### config.mk
export PLATFORM = sky130hd
export DESIGN_NAME = rv_mdu_issue
export DESIGN_NICKNAME = d
export VERILOG_FILES = /design/src/rtl/rv_mdu_issue.sv
export SDC_FILE = /design/constraint.sdc
export NUM_CORES = 1
export LEC_CHECK = 0
export BUFFER_PORTS_ARGS = -buffer_cell sky130_fd_sc_hd__buf_4
export CORE_UTILIZATION = 49
export DETAILED_ROUTE_END_ITERATION = 12
export PLACE_DENSITY = 0.89
export SLEW_MARGIN = 0
export SYNTH_ARGS = -nofsm -noshare
export SYNTH_HDL_FRONTEND = slang
export SYNTH_SLANG_ARGS = --single-unit
### constraint.sdc
create_clock -name clk -period 4.9 [get_ports clk]
set_clock_uncertainty 0.1 [all_clocks]
set_input_delay 0.98 -clock clk [delete_from_list [all_inputs] [get_ports clk]]
set_output_delay 0.98 -clock clk [all_outputs]
set_load 0.01 [all_outputs]
### src/rtl/rv_mdu_issue.sv
// rv_mdu_issue -- issue/writeback controller for the rv32 M-extension
// multiply/divide datapath.
//
// Accepts one MUL/DIV-class request at a time and holds its opcode and
// operands stable toward the datapath. For a divide it pulses the start
// strobe for one cycle and then waits for the divider completion pulse. A
// multiply result is taken two edges after accept. The result leaves on a
// one-cycle register-file writeback port. This block owns the pipeline stall,
// x0 suppression, kill handling, a divider watchdog and a post-divide guard
// window.
//
// Parameters:
//   TIMEOUT  edges spent in DIV_BUSY without md_cmpl before err (default 31)
//   GUARD    idle edges after a divide before the next accept (default 2)
//
// Ports:
//   clk, reset                 clock, synchronous active-high reset
//   req_valid/req_ready        request handshake (accept when both are 1)
//   req_alu/rs1/rs2/rd         decoded op, operands and destination register
//   kill                       discard the in-flight result
//   md_alu, md_rrd1, md_rrd2   held op/operands toward the datapath (NOP idle)
//   md_rdy                     divider start strobe (one cycle)
//   md_rwdat, md_rwdatx        divide result, multiply result
//   md_cmpl                    divider completion pulse
//   wb_en, wb_rd, wb_dat       register-file writeback
//   busy                       pipeline stall
//   err                        one-cycle divider watchdog pulse
//
// Build option:
//   MDU_DIVZERO_FAST_EN  when defined, divide by zero and the signed overflow
//                        case (0x80000000 / -1) are resolved at accept
//                        without starting the divider.

package rv_mdu_pkg;
  typedef enum logic [3:0] {
    NOP, MUL, MULH, MULHSU, MULHU, DIV, DIVU, REM, REMU
  } alu_t;
endpackage

module rv_mdu_issue
  import rv_mdu_pkg::*;
#(
  parameter int unsigned TIMEOUT = 31,
  parameter int unsigned GUARD   = 2
) (
  input  logic        clk,
  input  logic        reset,
  input  logic        req_valid,
  output logic        req_ready,
  input  alu_t        req_alu,
  input  logic [31:0] req_rs1,
  input  logic [31:0] req_rs2,
  input  logic [4:0]  req_rd,
  input  logic        kill,
  output alu_t        md_alu,
  output logic [31:0] md_rrd1,
  output logic [31:0] md_rrd2,
  output logic        md_rdy,
  input  logic [31:0] md_rwdat,
  input  logic [31:0] md_rwdatx,
  input  logic        md_cmpl,
  output logic        wb_en,
  output logic [4:0]  wb_rd,
  output logic [31:0] wb_dat,
  output logic        busy,
  output logic        err
);

  localparam logic [2:0] S_IDLE     = 3'd0;
  localparam logic [2:0] S_MUL_WAIT = 3'd1;
  localparam logic [2:0] S_MUL_CAP  = 3'd2;
  localparam logic [2:0] S_DIV_BUSY = 3'd3;
  localparam logic [2:0] S_DIV_FIN  = 3'd4;

  localparam int unsigned WD_W = (TIMEOUT > 1) ? $clog2(TIMEOUT + 1) : 1;
  localparam int unsigned GD_W = (GUARD > 0) ? $clog2(GUARD + 1) : 1;

  localparam logic [WD_W-1:0] WD_LAST  = WD_W'(TIMEOUT - 1);
  localparam logic [GD_W-1:0] GD_RELOAD = GD_W'(GUARD);

  logic [2:0]      state;
  logic [GD_W-1:0] guard;
  logic [WD_W-1:0] wd;
  logic [4:0]      rd_q;
  logic            kill_q;

  logic            accept;
  logic            req_is_div;
  logic            fast_hit;
  logic [31:0]     fast_dat;

  assign req_ready  = (state == S_IDLE) && (guard == '0) && !reset;
  assign busy       = (state != S_IDLE);
  assign accept     = req_valid && req_ready;
  assign req_is_div = (req_alu == DIV) || (req_alu == DIVU) ||
                      (req_alu == REM) || (req_alu == REMU);

`ifdef MDU_DIVZERO_FAST_EN
  // Results the divider would produce for the RISC-V special cases.
  always_comb begin
    fast_hit = 1'b0;
    fast_dat = '0;
    if (req_rs2 == '0) begin
      case (req_alu)
        DIV, DIVU: begin
          fast_hit = 1'b1;
          fast_dat = '1;
        end
        REM, REMU: begin
          fast_hit = 1'b1;
          fast_dat = req_rs1;
        end
        default: ;
      endcase
    end else if ((req_rs1 == 32'h8000_0000) && (req_rs2 == '1)) begin
      case (req_alu)
        DIV: begin
          fast_hit = 1'b1;
          fast_dat = 32'h8000_0000;
        end
        REM: begin
          fast_hit = 1'b1;
          fast_dat = '0;
        end
        default: ;
      endcase
    end
  end
`else
  assign fast_hit = 1'b0;
  assign fast_dat = '0;
`endif

  always_ff @(posedge clk) begin
    if (reset) begin
      state   <= S_IDLE;
      guard   <= '0;
      wd      <= '0;
      rd_q    <= '0;
      kill_q  <= 1'b0;
      md_alu  <= NOP;
      md_rrd1 <= '0;
      md_rrd2 <= '0;
      md_rdy  <= 1'b0;
      wb_en   <= 1'b0;
      wb_rd   <= '0;
      wb_dat  <= '0;
      err     <= 1'b0;
    end else begin
      md_rdy <= 1'b0;
      wb_en  <= 1'b0;
      err    <= 1'b0;

      if (guard != '0) guard <= guard - 1'b1;

      // The divider cannot be aborted, so kill only marks the result dead.
      if ((state != S_IDLE) && kill) kill_q <= 1'b1;

      case (state)
        S_IDLE: begin
          if (accept) begin
            md_rrd1 <= req_rs1;
            md_rrd2 <= req_rs2;
            rd_q    <= req_rd;
            kill_q  <= 1'b0;
            wd      <= '0;
            if (fast_hit) begin
              // Resolved here; md_alu stays NOP and no guard is needed.
              wb_en  <= (req_rd != '0);
              wb_rd  <= req_rd;
              wb_dat <= fast_dat;
            end else if (req_is_div) begin
              md_alu <= req_alu;
              md_rdy <= 1'b1;
              state  <= S_DIV_BUSY;
            end else begin
              md_alu <= req_alu;
              state  <= S_MUL_WAIT;
            end
          end
        end

        S_MUL_WAIT: state <= S_MUL_CAP;

        S_MUL_CAP: begin
          wb_dat <= md_rwdatx;
          wb_rd  <= rd_q;
          wb_en  <= (rd_q != '0) && !(kill_q || kill);
          md_alu <= NOP;
          state  <= S_IDLE;
        end

        S_DIV_BUSY: begin
          if (md_cmpl) begin
            state <= S_DIV_FIN;
          end else if (wd == WD_LAST) begin
            err    <= 1'b1;
            guard  <= GD_RELOAD;
            md_alu <= NOP;
            state  <= S_IDLE;
          end else begin
            wd <= wd + 1'b1;
          end
        end

        S_DIV_FIN: begin
          wb_dat <= md_rwdat;
          wb_rd  <= rd_q;
          wb_en  <= (rd_q != '0) && !(kill_q || kill);
          guard  <= GD_RELOAD;
          md_alu <= NOP;
          state  <= S_IDLE;
        end

        default: begin
          md_alu <= NOP;
          state  <= S_IDLE;
        end
      endcase
    end
  end

endmodule

==> metrics, run 1 <==
r2r worst-path depth 5; Cells after Synth 552; fmax ~0.34 GHz; fin crit period around 3.0 ns; Synth top cells by count nand2_1, dfxtp_1, a21oi_1, nor2_1, mux2i_1; largest family of logic cells by synthesized area simple AND/OR/NAND/NOR gates; Simple-Gate Fraction of Synth Area between 15 and 20%; Clock Latency Late Sink approximately 0.50 ns; total track usage approximately 24%; fin crit share 60.9%; Combinational Power Share 12.9%; r2r endpoint md_rrd2[22]$_SDFFE_PP0P_; count of pins over their slew limit 0; Final Instance Count excl. Fillers between 900 and 1000; vias per cell slightly above 5; post-CTS setup buffers 0; I/O pin cnt roughly 250; WHS Endpoint wb_en$_SDFF_PP0_; Arr. time, crit path between 1.5 and 2 ns; Synth top area share between 40% and 50%; HP Class flip-flop to flip-flop; GRT overflow 0; NetSw about 0.0006 W; internal power about 0.0019 W; DRT Wirelength between 10 and 15 mm; Worst Hold Launch kill_q$_SDFF_PP0_; mux cell area share after synthesis ~8.4%; Post-Synth Adder-Cell Area less than 1%; synth top area cells dfxtp_1, nand2_1, mux2i_1; Final nets a little over 900; final hold violations 0; CTS resizes 0; die height a little over 100 µm; worst hold path depth 1; DRT Pass-1 Iters 4; Yosys warning count 0; share of cells above drive strength 1 between 40% and 50%; area of the die 0.0106 mm²; Ant. Diodes 0; DP Cell Count 900; status finished clean; Cell variety after synth 37; ys async rst share 0%; clock slew at reported path FFs 0.06 ns; Seq pwr share 42.8%; Post-DRT Antenna Nets 0; Compound-Gate Fraction of Synth Area 17.1%; clock buffer depth 2; Port Buffers roughly 250; WS Path Type flip-flop to output port; Placer Congestion 0.782; first-pass GRT wire length 19.7 mm; Startpoint Class flip-flop; VDD IR-drop max between 300 and 400 µV; PD cells between 300 and 400 mW/mm²; Layout area overhead 48.3%; Mean Syn Cell Area roughly 9 µm²; vias in the first global route 4392; worst-path fanout max 8; post-synth design cell area between 0.004 and 0.005 mm²; HPWL Detailed slightly below 10 mm; Yosys reg bits ~120; initial antenna violation count 0; clk sink count 124; post-synthesis cell type with the largest combined area dfxtp_1; overall die width 103 µm; multi-input logic area ~0.0023 mm²; r2r startpoint state[2]$_SDFFE_PP0P_; largest net degree at the start of global routing 84; Slew HR between 30 and 40%; Worst EP required 3.82 ns; WL/cell about 14 µm; cell with the most instances after synthesis nand2_1; Crit. End Element output port; Core ar. slightly below 0.01 mm²; Starting Density 50.7%; hold buffer count at cts 0; register area around 0.0025 mm²; Post-route DRC 0; register area share after synthesis between 40 and 50%; r2r setup slk 2.49 ns; Switching Fraction between 20% and 30%; First DRT Iteration DRCs about 170; H-tree levels 4; # setup viols final 0; clock power share between 40 and 50%; top flip-flop cell by instance count after synthesis dfxtp_1; RSZ-0062 raised after global routing false; total CTS buffers 17; number of enable flip-flop cells after synthesis 0; Fill cells 699; CTS tree done; num rows 36; Pleak approximately 3.1 nW; maxcap violations 0; via count 4741; setup TNS 0 ns; Worst-Margin Slew between 0.9 and 1 ns; Syn Nets roughly 700; CTS root buf clkbuf_8; xor-xnor portion of the synthesized cell area less than 1%
[cells in the final DEF (no fill, tap or decap), types with 2 or more instances in the layout]
master | Yosys | final
nor4_1 | 4 | 4
inv_1 | 2 | 2
dfxtp_1 | 124 | 124
clkinv_2 | 0 | 6
o21ai_0 | 3 | 3
a21oi_1 | 77 | 77
nor2b_1 | 2 | 2
clkbuf_8 | 0 | 4
and3_1 | 2 | 2
a211oi_2 | 29 | 29
clkbuf_1 | 20 | 3
nand2b_1 | 5 | 5
or4_1 | 3 | 3
buf_4 | 10 | 256
a211oi_1 | 3 | 3
ha_1 | 2 | 2
nor2_1 | 46 | 46
nand3_1 | 2 | 2
and2_1 | 3 | 2
o21ai_1 | 2 | 2
nand2_1 | 144 | 143
mux2i_1 | 42 | 42
clkbuf_16 | 0 | 16
[worst max path at each step]
stage | start | end | slack (ns) | cells past startpoint
2_1_floorplan | reset | req_ready | 2.08 | 3
3_3_place_gp | reset | md_rrd2[30]$_SDFFE_PP0P_ | 1.79 | 6
3_5_place_dp | reset | md_rrd1[13]$_SDFFE_PP0P_ | 1.67 | 6
4_1_cts | state[2]$_SDFFE_PP0P_ | req_ready | 1.87 | 4
5_1_grt | state[2]$_SDFFE_PP0P_ | req_ready | 1.78 | 4
6_report | state[2]$_SDFFE_PP0P_ | req_ready | 1.92 | 4
[critical path: stages, from the launching register on]
cell and delay [ns]:
dfxtp_1 0.40, nor3_4 0.39, inv_1 0.19, nor4_1 0.24, buf_4 0.19
[through the flow]
| stage | total power [W] | hold slack [ns] | setup WS [ns] | util, % | instance area (µm²) |
|---|---|---|---|---|---|
| after floorplan | 0.00125 | 0.299 | 2.08 | - | 4980 |
| after global placement | 0.00142 | 0.318 | 1.79 | 69.8 | 6850 |
| after detailed placement | 0.00143 | 0.319 | 1.67 | 69.8 | 6850 |
| after CTS | 0.00255 | 0.326 | 1.87 | 75.2 | 7390 |
| after global routing | 0.00263 | 0.344 | 1.78 | 75.2 | 7390 |
| final | 0.00253 | 0.328 | 1.92 | 75.2 | 7390 |
[power by group through the flow]
stage	sequential, W	clock (W)	combinational [W]
after floorplan	0.00112	0	0.000133
after global placement	0.00110	0	0.000318
after detailed placement	0.00110	0	0.000328
after CTS	0.00108	0.00114	0.000329
after global routing	0.00109	0.00118	0.000356
final	0.00108	0.00112	0.000327
[state kept, by name (all words and copies together), names as in the netlist, 2 cells and up]
| name | cells |
|---|---|
| guard | 2 |
| wb_dat | 32 |
| state | 3 |
| wd | 5 |
| rd_q | 5 |
| md_rrd1 | 32 |
| md_alu | 4 |
| wb_rd | 5 |
| md_rrd2 | 32 |
[metal layers]
layer / track usage [%] / routed length [µm]
met1: 24.7 / 5110
met2: 45.4 / 7050
met3: 8.61 / 1200
met4: 8.02 / 119
met5: 0 / 0
[layout make-up]
cell class,count,area share [%]
Clock buffer,23,6.32
Clock inverter,8,0.914
Inverter,2,0.102
Multi-Input combinational cell,385,30.8
Sequential cell,124,33.6
Tap cell,133,2.25
Timing Repair Buffer,256,26.0
[cell families after synthesis]
group / count (synthesis)
xor gates and xnor gates: 1
AOI/OAI and AO/OA: 118
adders and majority gates: 2
and+or+nand+nor: 222
buffers and inverters: 43
muxes: 42
DFF: 124
(Power assumes the default switching activity.)
==> run 2, diff against run 1 <==
--- a/config.mk
+++ b/config.mk
@@ -5,10 +5,11 @@
 export SDC_FILE = /design/constraint.sdc
 export NUM_CORES = 1
 export LEC_CHECK = 0
+export ABC_AREA = 1
 export BUFFER_PORTS_ARGS = -buffer_cell sky130_fd_sc_hd__buf_4
-export CORE_UTILIZATION = 49
+export CORE_UTILIZATION = 45
 export DETAILED_ROUTE_END_ITERATION = 12
-export PLACE_DENSITY = 0.89
+export PLACE_DENSITY = 0.84
 export SLEW_MARGIN = 0
 export SYNTH_ARGS = -nofsm -noshare
 export SYNTH_HDL_FRONTEND = slang
==> constraint.sdc (replaced) <==
create_clock -name clk -period 2.8 [get_ports clk]
set_clock_uncertainty 0.1 [all_clocks]
set_input_delay 0.56 -clock clk [delete_from_list [all_inputs] [get_ports clk]]
set_output_delay 0.56 -clock clk [all_outputs]
set_load 0.01 [all_outputs]
==> run 2 against run 1 <==
Sequential cell count unchanged. Die area up 4.9%. Sequential share of layout area up 0.34 points. Global-route usage up 0.78 points. Design area down 1.0%. Worst setup slack worse by 1.2 ns. Synthesized cell count up 14%. Critical path depth unchanged. Core utilization down 4.4 points. Clock power up 88%. Total power up 95%. Sequential power up 84%. Largest cell class unchanged. Highest routed layer unchanged.
==> metrics, run 2 <==
HPWL Detailed 9.70 mm (was 9.60 mm); PnR worst setup slack 0.748 ns (was 1.92 ns); Yosys warning count 0 (unchanged); post-synthesis cell type with the largest combined area dfxtp_1 (unchanged); overall die width 105 µm (was 103 µm); Top Family by Delay on Critical Path simple AND/OR/NAND/NOR gates (unchanged); DRT Wirelength 13.7 mm (was 13.5 mm); GRT overflow 0 (unchanged); multi-input logic area 0.00199 mm² (was 0.00228 mm²); H-tree levels 4 (unchanged); total power 0.00494 W (was 0.00253 W); fmax 0.487 GHz; Starting Density 46.5% (was 50.7%); CP max stage cell dfxtp_1 (unchanged); via count 5062 (was 4741); worst-path fanout max 5 (was 8); Slew HR 58.5% (was 34.2%); CTS root buf clkbuf_8 (unchanged); CTS tree done (unchanged); setup TNS 0 ns (unchanged); Simple-Gate Fraction of Synth Area 20.9% (was 19.3%); Synth top cells by count nor2_1, dfxtp_1, o21ai_0, a21oi_1, nand2_1 (was nand2_1, dfxtp_1, a21oi_1, nor2_1, mux2i_1); WL/cell 13.5 µm (was 14.5 µm); Cells after Synth 632 (was 552); Worst EP required 2.14 ns (was 3.82 ns); fin crit period slightly above 2 ns; count of pins over their slew limit 0 (unchanged); slowest stage delay, CP 0.36 ns (was 0.40 ns); register area share after synthesis 51.7% (was 49.8%); synth top area cells dfxtp_1, nor2_1, o21ai_0 (was dfxtp_1, nand2_1, mux2i_1); vias in the first global route 4670 (was 4392); fin crit share 73.3%; area of the die 0.0111 mm² (was 0.0106 mm²); largest family of logic cells by synthesized area simple AND/OR/NAND/NOR gates (unchanged); VDD IR-drop max 388 µV (was 310 µV); final hold violations 0 (unchanged); Final nets 1013 (was 930); ys async rst share 0% (unchanged); die height 105 µm (was 103 µm); Post-route DRC 0 (unchanged); commonest non-fill, non-tap cell in the layout buf_4 (unchanged); Arr. time, crit path 1.39 ns (was 1.90 ns); cell with the most instances after synthesis nor2_1 (was nand2_1); num rows 37 (was 36); Compound-Gate Fraction of Synth Area 20.0% (was 17.1%); # setup viols final 0 (unchanged); xor-xnor portion of the synthesized cell area 0% (was 0.176%); number of enable flip-flop cells after synthesis 0 (unchanged); register area 0.00248 mm² (unchanged); I/O pin cnt 252 (unchanged); Synth top area share 51.7% (was 49.8%); First DRT Iteration DRCs 237 (was 165); Placer Congestion 0.792 (was 0.782); Cell variety after synth 27 (was 37); Port Buffers 251 (unchanged); WS Path Type flip-flop to output port (unchanged); top flip-flop cell by instance count after synthesis dfxtp_1 (unchanged); Post-Place Setup Slack 0.834 ns (was 1.67 ns); clk sink count 124 (unchanged); initial antenna violation count 0 (unchanged); Clock Latency Late Sink 0.50 ns (about the same); Post-DRT Antenna Nets 0 (unchanged); total track usage 24.9% (was 24.2%); post-CTS setup buffers 0 (unchanged); Yosys reg bits 124 (unchanged); Post-Synth Adder-Cell Area 0.521% (was 0.502%); Pleak 3.46 nW (was 3.13 nW); Mean Syn Cell Area 7.60 µm² (was 9.02 µm²); Crit. End Element output port (unchanged); first-pass GRT wire length 22.1 mm (was 19.7 mm); total CTS buffers 17 (unchanged); Startpoint Class flip-flop (unchanged); largest net degree at the start of global routing 77 (was 84); status finished clean (unchanged); Core ar. 0.0103 mm² (was 0.00982 mm²); CP Buf/Inv Count 1 (was 2); Fill cells 847 (was 699); clock slew at reported path FFs 0.06 ns (about the same); clock buffer depth 2 (unchanged); HP Class input port to flip-flop (was flip-flop to flip-flop); PD cells 675 mW/mm² (was 343 mW/mm²); Largest regs md_rrd1 (32), md_rrd2 (32), wb_dat (32) (unchanged); Syn Nets 776 (was 696); crit-path cells nor2_2 > nand2_2 > nor2_4 > buf_4 (was nor3_4 > inv_1 > nor4_1 > buf_4); mux cell area share after synthesis 0% (was 8.44%); maxcap violations 0 (unchanged); share of cells above drive strength 1 34.5% (was 40.4%); vias per cell 4.97 (was 5.09); RSZ-0062 raised after global routing false (unchanged); most frequent cells in the layout buf_4, nor2_1, dfxtp_1 (was buf_4, nand2_1, dfxtp_1); hold buffer count at cts 0 (unchanged); DRT Pass-1 Iters 5 (was 4); Ant. Diodes 0 (unchanged); CTS resizes 0 (unchanged); post-synth design cell area 0.00480 mm² (was 0.00498 mm²); Worst-Margin Slew 0.622 ns (was 0.987 ns); Layout area overhead 52.4% (was 48.3%)
run 2: tightest hold or removal path: stages:
cell and delay, ns:
buf_4 0.08, o21ai_1 0.05, nor2_1 0.07
run 2: final timing paths:
path | end | from | slack (ns) | cells past startpoint
setup / recovery | req_ready | state[0]$_SDFFE_PP0P_ | 0.75 | 4
hold / removal | md_rrd1[3]$_SDFFE_PP0P_ | req_rs1[3] | 0.19 | 3
setup reg to reg | md_rrd1[17]$_SDFFE_PP0P_ | state[2]$_SDFFE_PP0P_ | 1.13 | 8
hold reg to reg | wb_rd[0]$_SDFFE_PP0N_ | rd_q[0]$_SDFFE_PP0P_ | 0.38 | 2
run 2: report_power, final:
| part | internal [W] | switching (W) |
|---|---|---|
| logic | 0.000422 | 0.000407 |
| registers | 0.00192 | 0.0000780 |
| clock network | 0.00128 | 0.000828 |
| total | 0.00362 | 0.00131 |
run 2: kinds of logic (layout without fill, tap and decap cells):
group	Yosys count	after routing
AND/OR/NAND/NOR	250	250
flip-flops	124	124
buffers and inverters	66	316
adder cells (fa/ha/maj)	2	2
AO/OA/AOI/OAI	190	190
run 2: layout make-up:
class	instances	area share [%]
Multi-Input combinational cell	442	27.2
Tap cell	136	2.33
Inverter	25	1.30
Timing Repair Buffer	259	27.3
Sequential cell	124	33.9
Clock inverter	14	2.21
Clock buffer	18	5.71
run 2: routing by layer:
metal	vias to the layer above	part of all wire [%]	global-route usage [%]
li1	2543	-	-
met1	2284	42	30.2
met2	200	49	42.2
met3	35	6.7	5.57
met4	0	3.2	11.3
met5	-	0	0
run 2: per-stage QoR:
stage / instance area [µm²] / utilization [%] / std cells / hold WS, ns
2_1_floorplan: 4800 / - / 632 / 0.349
3_3_place_gp: 6740 / 65.2 / 986 / 0.364
6_report: 7310 / 70.9 / 1018 / 0.188
3_5_place_dp: 6740 / 65.2 / 986 / 0.372
4_1_cts: 7310 / 70.9 / 1018 / 0.172
5_1_grt: 7310 / 70.9 / 1018 / 0.193
